===== src/rtl/sync_polarity_controller.sv =====
// sync_polarity_controller
// Sequences the BKM-68X sync polarity detector. It holds the detector in reset
// while sync is absent and confirms the detector's verdict over spaced samples.
// It then drives a normalized sync, a latched polarity and a lock flag.
// Detection is re-run on sync loss, on a confirmed polarity change or on request.
module sync_polarity_controller #(
  parameter int ACT_TIMEOUT      = 262144,
  parameter int DET_RESET_CYCLES = 16,
  parameter int SETTLE_CYCLES    = 2097152,
  parameter int SAMPLE_INTERVAL  = 65536,
  parameter int CONFIRM_SAMPLES  = 4
) (
  input  logic       clk_50mhz_in,
  input  logic       reset_n,
  input  logic       sync_in,
  input  logic       det_polarity_in,
  input  logic       force_relock_in,
  output logic       det_reset_out,
  output logic       polarity_out,
  output logic       sync_norm_out,
  output logic       locked_out,
  output logic [2:0] state_out
);

  typedef enum logic [2:0] {
    ST_NO_SYNC   = 3'd0,
    ST_RESET_DET = 3'd1,
    ST_SETTLE    = 3'd2,
    ST_CONFIRM   = 3'd3,
    ST_LOCKED    = 3'd4
  } state_t;

  localparam int IW = $clog2(ACT_TIMEOUT + 1);
  localparam int DW = $clog2(DET_RESET_CYCLES + 1);
  localparam int SW = $clog2(SETTLE_CYCLES + 1);
  localparam int PW = $clog2(SAMPLE_INTERVAL + 1);
  localparam int CW = $clog2(CONFIRM_SAMPLES + 1);

  localparam logic [IW-1:0] IDLE_MAX    = IW'(ACT_TIMEOUT);
  localparam logic [DW-1:0] RST_LAST    = DW'(DET_RESET_CYCLES - 1);
  localparam logic [SW-1:0] SETTLE_LAST = SW'(SETTLE_CYCLES - 1);
  localparam logic [PW-1:0] SAMP_LAST   = PW'(SAMPLE_INTERVAL - 1);
  localparam logic [CW-1:0] CONF_TARGET = CW'(CONFIRM_SAMPLES);
  localparam logic [CW-1:0] RUN_LAST    = CW'(CONFIRM_SAMPLES - 1);

  // Synchronizer and activity watchdog registers
  logic          r_sync_meta;
  logic          r_sync_s;
  logic          r_sync_d;
  logic [IW-1:0] r_idle_cnt;

  // FSM state and sequencing counters
  state_t        r_state;
  logic [DW-1:0] r_rst_cnt;
  logic [SW-1:0] r_settle_cnt;
  logic [PW-1:0] r_samp_cnt;
  logic [CW-1:0] r_match_cnt;
  logic          r_ref;
  logic [CW-1:0] r_run_cnt;

  // Registered outputs
  logic          r_polarity;
  logic          r_det_reset;
  logic          r_locked;
  logic          r_sync_norm;

  // Combinational next-state values
  logic          w_edge;
  logic          w_lost;
  logic          w_lost_take;
  logic          w_force_take;
  logic          w_samp_now;
  logic [PW-1:0] w_samp_adv;
  state_t        w_state_nxt;
  logic [DW-1:0] w_rst_cnt_nxt;
  logic [SW-1:0] w_settle_cnt_nxt;
  logic [PW-1:0] w_samp_cnt_nxt;
  logic [CW-1:0] w_match_cnt_nxt;
  logic          w_ref_nxt;
  logic [CW-1:0] w_run_cnt_nxt;
  logic          w_pol_nxt;

  // An edge in the same cycle as a saturated watchdog suppresses the loss.
  assign w_edge = r_sync_s ^ r_sync_d;
  assign w_lost = (r_idle_cnt == IDLE_MAX) && !w_edge;

  // Bring raw sync into the clock domain and time the gap since the last edge
  always_ff @(posedge clk_50mhz_in) begin
    if (!reset_n) begin
      r_sync_meta <= 1'b0;
      r_sync_s    <= 1'b0;
      r_sync_d    <= 1'b0;
      r_idle_cnt  <= {IW{1'b0}};
    end else begin
      r_sync_meta <= sync_in;
      r_sync_s    <= r_sync_meta;
      r_sync_d    <= r_sync_s;
      if (w_edge) begin
        r_idle_cnt <= {IW{1'b0}};
      end else if (r_idle_cnt != IDLE_MAX) begin
        r_idle_cnt <= r_idle_cnt + 1'b1;
      end else begin
        r_idle_cnt <= r_idle_cnt;
      end
    end
  end

  // Next state and counter updates. Sync loss wins over a relock request,
  // and both win over the per-state transitions.
  always_comb begin
    w_state_nxt      = r_state;
    w_rst_cnt_nxt    = r_rst_cnt;
    w_settle_cnt_nxt = r_settle_cnt;
    w_samp_cnt_nxt   = r_samp_cnt;
    w_match_cnt_nxt  = r_match_cnt;
    w_ref_nxt        = r_ref;
    w_run_cnt_nxt    = r_run_cnt;
    w_pol_nxt        = r_polarity;
    w_lost_take      = w_lost && (r_state != ST_NO_SYNC);
    w_force_take     = force_relock_in && (r_state != ST_NO_SYNC);
    w_samp_now       = (r_samp_cnt == {PW{1'b0}});
    w_samp_adv       = (r_samp_cnt == SAMP_LAST) ? {PW{1'b0}} : (r_samp_cnt + 1'b1);

    if (w_lost_take) begin
      w_state_nxt = ST_NO_SYNC;
    end else if (w_force_take) begin
      // Covers RESET_DET too: re-entry restarts the reset count.
      w_state_nxt   = ST_RESET_DET;
      w_rst_cnt_nxt = {DW{1'b0}};
    end else begin
      case (r_state)
        ST_NO_SYNC: begin
          if (w_edge) begin
            w_state_nxt   = ST_RESET_DET;
            w_rst_cnt_nxt = {DW{1'b0}};
          end else begin
            w_state_nxt = ST_NO_SYNC;
          end
        end
        ST_RESET_DET: begin
          if (r_rst_cnt == RST_LAST) begin
            w_state_nxt      = ST_SETTLE;
            w_settle_cnt_nxt = {SW{1'b0}};
          end else begin
            w_rst_cnt_nxt = r_rst_cnt + 1'b1;
          end
        end
        ST_SETTLE: begin
          if (r_settle_cnt == SETTLE_LAST) begin
            w_state_nxt     = ST_CONFIRM;
            w_samp_cnt_nxt  = {PW{1'b0}};
            w_match_cnt_nxt = {CW{1'b0}};
          end else begin
            w_settle_cnt_nxt = r_settle_cnt + 1'b1;
          end
        end
        ST_CONFIRM: begin
          w_samp_cnt_nxt = w_samp_adv;
          if (w_samp_now) begin
            // A zero match count means no reference has been taken yet.
            if ((r_match_cnt == {CW{1'b0}}) || (det_polarity_in != r_ref)) begin
              w_ref_nxt       = det_polarity_in;
              w_match_cnt_nxt = {{(CW-1){1'b0}}, 1'b1};
            end else begin
              w_match_cnt_nxt = r_match_cnt + 1'b1;
            end
            if (w_match_cnt_nxt == CONF_TARGET) begin
              w_state_nxt   = ST_LOCKED;
              w_pol_nxt     = w_ref_nxt;
              w_run_cnt_nxt = {CW{1'b0}};
            end else begin
              w_state_nxt = ST_CONFIRM;
            end
          end else begin
            w_state_nxt = ST_CONFIRM;
          end
        end
        ST_LOCKED: begin
          w_samp_cnt_nxt = w_samp_adv;
          if (w_samp_now) begin
            if (det_polarity_in != r_polarity) begin
              if (r_run_cnt == RUN_LAST) begin
                w_state_nxt   = ST_RESET_DET;
                w_rst_cnt_nxt = {DW{1'b0}};
              end else begin
                w_run_cnt_nxt = r_run_cnt + 1'b1;
              end
            end else begin
              w_run_cnt_nxt = {CW{1'b0}};
            end
          end else begin
            w_state_nxt = ST_LOCKED;
          end
        end
        default: begin
          w_state_nxt = ST_NO_SYNC;
        end
      endcase
    end
  end

  // Commit FSM state and sequencing counters
  always_ff @(posedge clk_50mhz_in) begin
    if (!reset_n) begin
      r_state      <= ST_NO_SYNC;
      r_rst_cnt    <= {DW{1'b0}};
      r_settle_cnt <= {SW{1'b0}};
      r_samp_cnt   <= {PW{1'b0}};
      r_match_cnt  <= {CW{1'b0}};
      r_ref        <= 1'b0;
      r_run_cnt    <= {CW{1'b0}};
    end else begin
      r_state      <= w_state_nxt;
      r_rst_cnt    <= w_rst_cnt_nxt;
      r_settle_cnt <= w_settle_cnt_nxt;
      r_samp_cnt   <= w_samp_cnt_nxt;
      r_match_cnt  <= w_match_cnt_nxt;
      r_ref        <= w_ref_nxt;
      r_run_cnt    <= w_run_cnt_nxt;
    end
  end

  // Register outputs from the next state so they move with the transition
  always_ff @(posedge clk_50mhz_in) begin
    if (!reset_n) begin
      r_det_reset <= 1'b1;
      r_locked    <= 1'b0;
      r_polarity  <= 1'b0;
      r_sync_norm <= 1'b0;
    end else begin
      r_det_reset <= (w_state_nxt == ST_NO_SYNC) || (w_state_nxt == ST_RESET_DET);
      r_locked    <= (w_state_nxt == ST_LOCKED);
      r_polarity  <= w_pol_nxt;
      r_sync_norm <= r_locked & ~(r_sync_s ^ r_polarity);
    end
  end

  assign det_reset_out = r_det_reset;
  assign polarity_out  = r_polarity;
  assign sync_norm_out = r_sync_norm;
  assign locked_out    = r_locked;
  assign state_out     = r_state;

endmodule


===== config.mk =====
export PLATFORM = sky130hd
export DESIGN_NAME = sync_polarity_controller
export DESIGN_NICKNAME = d
export VERILOG_FILES = /design/src/rtl/sync_polarity_controller.sv
export SDC_FILE = /design/constraint.sdc
export NUM_CORES = 1
export LEC_CHECK = 0
export ABC_AREA = 1
export BUFFER_PORTS_ARGS = -buffer_cell sky130_fd_sc_hd__buf_4
export CAP_MARGIN = 0
export CORE_ASPECT_RATIO = 0.75
export CORE_MARGIN = 2
export CORE_UTILIZATION = 35
export DETAILED_ROUTE_END_ITERATION = 6
export PLACE_DENSITY_LB_ADDON = 0.05
export SLEW_MARGIN = 0
export SYNTH_ARGS = -nofsm -noshare
export SYNTH_HDL_FRONTEND = slang
export SYNTH_SLANG_ARGS = --single-unit

===== constraint.sdc =====
create_clock -name clk_50mhz_in -period 2.6 [get_ports clk_50mhz_in]
set_clock_uncertainty 0.1 [all_clocks]
set_input_delay 0.78 -clock clk_50mhz_in [delete_from_list [all_inputs] [get_ports clk_50mhz_in]]
set_output_delay 0.78 -clock clk_50mhz_in [all_outputs]
set_load 0.01 [all_outputs]

==> flow_summary_export.csv <==
group,metric,value,unit
clock_network,clock_path_buffers,2,
synth,synth-edff-count,0,
global_routing,grt.met2_usage,24.4,%
detailed_routing,dr.first_iter.drc_count,256,
die,rows,37,
critical_path,cp_max_fo,21,
detailed_routing,dr.pass1.iters,5,
sta,fin_crit_sh,87.3,%
power_and_ir_drop,pwr-share-comb,6.2,%
layout,final_core_util,39.6,%
global_routing,grt_use_met3,3.91,%
sta,setup_violations,0,
critical_path,end_kind,"flip-flop",
synth,synthTopCellsByCount,"nand2_1, nor2_1, dfxtp_1",
placement,gp_congestion,0.850,
sta,fmax,440,MHz
clock_network,cts_tree,"yes",
layout,layout-drive-gt1-share,7.25,%
clock_network,cts_made_buffers,9,
clock_network,cts_htree_levels,3,
synth,postSynthCellCount,785,
global_routing,grt_pass1_vias,4189,
synth,synth_top_area_share,33.1,%
power_and_ir_drop,seq_power_share,47.3,%
synth,syn-num-nets,801,
layout,syn2layout_area_growth,11.2,%
synth,yosys-top-cells-area,"dfxtp_1, nand2_1, nor2_1",
detailed_routing,wire_per_inst,12.5,um
synth,yosysUniqueCellTypes,36,
power_and_ir_drop,ir_drop,388,uV
critical_path,critPathLaunchType,"flip-flop",
global_routing,grt_max_degree,44,
clock_network,post_cts_buffers,0,
power_and_ir_drop,leakage,0.00190,uW
clock_network,cts-resized-gates,0,
global_routing,antenna_found_initial,0,
die,floorplan.initialDensity,35.6,%
critical_path,crit_type,"reg -> reg",
sta,tns,0,ns
layout,diodes,0,
detailed_routing,viasPerCell,4.79,
sta,postLayoutSetupSlackWorst,0.330,ns
synth,synth.avg_cell_area,6.17,um2
critical_path,worstPathCellList,"ha_1 > nand2_2 > nor2_4 > nand2_2 > nor2_4 > nand3_2 > nand3_2 > nor2_1 > buf_4 > nand2_1 > a21oi_1",
clock_network,hold_buffers,0,
critical_path,required,2.71,ns
detailed_routing,wl,12.1,mm
sta,period_needed,2.27,ns
detailed_routing,drtAntennaViolNets,0,
layout,final_nets,811,
sta,slew_violations,0,
synth,synth_most_common_cell,"nand2_1",
layout,finalNonFillerCells,975,
synth,synthFlopType,"dfxtp_1",
placement,hpwl,8.77,mm
power_and_ir_drop,p_sw_share,26.6,%
synth,async_flop_share,0,%
sta,finalHoldViolations,0,
clock_network,root_buffer,"clkbuf_16",
global_routing,track_usage,17.4,%
synth,ys_seq_area_share,33.1,%
min_path,min_path_type,"reg -> reg",
synth,synth_area_leader_cell,"dfxtp_1",
die,core-area,13600,um2
clock_network,clk_latency,0.36,ns
die,die_height,106,um
detailed_routing,route.detailed.drc,0,
die,io_pins,12,
die,dieArea,14800,um2
critical_path,critical_path.slowest_cell,"dfxtp_1",
critical_path,critPathArrivalTime,2.39,ns
global_routing,grt_pass1_wl,20.7,mm
clock_network,cts.clk_slew.worst_paths,0.07,ns
global_routing,global_route.peak_usage_layer,"met1",
synth,ys_ff_latch,80,
power_and_ir_drop,p_sw,704,uW
global_routing,grt_overflow,0,
sta,rsz0062_at_grt,"no",
sta,tightest_slew,0.695,ns
placement,dp_cells,959,
power_and_ir_drop,clkPwrFrac,46.5,%
power_and_ir_drop,p_per_area,492,nW/um2
status,outcome,"finished, final reports clean",
sta,timing.slew.headroom,53.6,%
critical_path,worst_path_largest_cell_delay,0.44,ns
power_and_ir_drop,p_int,1940,uW
sta,whs,0.314,ns
flow_run,max_cap_viol_count,0,
critical_path,crit_buf_inv,1,
global_routing,met1_usage,25.7,%
placement,dpl_worst_slack,0.323,ns
die,chipWidth,140,um
detailed_routing,vias,4669,
clock_network,cts.sinks,80,
placement,port_buffers,11,
critical_path,cpLargestDelayFamily,"simple AND/OR/NAND/NOR gates",
synth,synth.cell_area,4840,um2
synth,synth_warnings,0,
==> cell families after synthesis <==
| kind of cell | after synthesis | share of synthesized area, % |
|---|---|---|
| buf+inv | 99 | 8.17 |
| fa+ha+maj | 11 | 2.84 |
| flops | 80 | 33.1 |
| simple gates | 467 | 40.2 |
| xor+xnor | 25 | 4.52 |
| compound gates | 103 | 11.2 |
==> power groups by stage <==
stage          Sequential, uW  Clock, uW  Combinational [uW]
2_1_floorplan            1280          0                 118
3_3_place_gp             1280          0                 162
3_5_place_dp             1280          0                 165
4_1_cts                  1250       1280                 166
5_1_grt                  1250       1330                 188
6_report                 1250       1230                 164
==> area by class of cell <==
type                    count  area (um2)
flip-flops and latches     80        1600
fillers                  1536        8230
well taps                 175         219
inverters                  80         305
multi-input cells         606        2840
clock inverters             7        53.8
repair buffers             18         135
clock buffers               9         225
==> per-stage QoR <==
stage	instance area [um2]	total power, uW
3_3_place_gp	5100	1440
3_5_place_dp	5100	1450
4_1_cts	5380	2690
2_1_floorplan	4840	1400
5_1_grt	5380	2770
6_report	5380	2650
==> cell usage in the layout (no fill, tap or decap), drive strengths merged <==
master,n
nand4,9
xnor2,11
clkinv,5
ha,11
nor3,12
o211ai,1
nand2,233
dfxtp,80
buf,18
clkbuf,9
clkinvlp,3
inv,79
a211oi,1
o21bai,5
or2,3
nand3b,3
and2,3
xor2,14
a21oi,59
nor2,153
nor3b,6
o21a,2
nand3,45
o21ai,35
==> registers in the layout, indices dropped and copies added (netlist names), 3 cells and up <==
| signal | cells |
|---|---|
| r_run_cnt | 3 |
| r_samp_cnt | 17 |
| r_match_cnt | 3 |
| state_out | 3 |
| r_idle_cnt | 19 |
| r_settle_cnt | 22 |
| r_rst_cnt | 5 |
==> worst reg2reg max path, cell delays in order (launching register included) <==
cell and delay (ns):
dfxtp_1 0.44, ha_1 0.32, nand2_2 0.12, nor2_4 0.14
nand2_2 0.10, nor2_4 0.14, nand3_2 0.11, nand3_2 0.22
nor2_1 0.07, buf_4 0.22, nand2_1 0.10, a21oi_1 0.06
==> per-layer routing <==
metal,up-vias,wire [um],share of wire (%)
met3,12,528,4.3
li1,2497,-,-
met4,0,187,1.5
met5,-,0,0
met1,2095,6510,54
met2,65,4920,41
==> final timing paths <==
| kind | startpoint | endpoint | slack, ns | depth (start not counted) |
|---|---|---|---|---|
| min reg2reg | r_sync_meta$_SDFF_PN0_ | r_sync_s$_SDFF_PN0_ | 0.31 | 2 |
| max | r_settle_cnt[0]$_SDFFE_PN0P_ | r_settle_cnt[3]$_SDFFE_PN0P_ | 0.33 | 11 |
| max reg2reg | r_settle_cnt[0]$_SDFFE_PN0P_ | r_settle_cnt[3]$_SDFFE_PN0P_ | 0.33 | 11 |
| min | r_sync_meta$_SDFF_PN0_ | r_sync_s$_SDFF_PN0_ | 0.31 | 2 |
No activity file was read; power rests on OpenSTA's default activity.
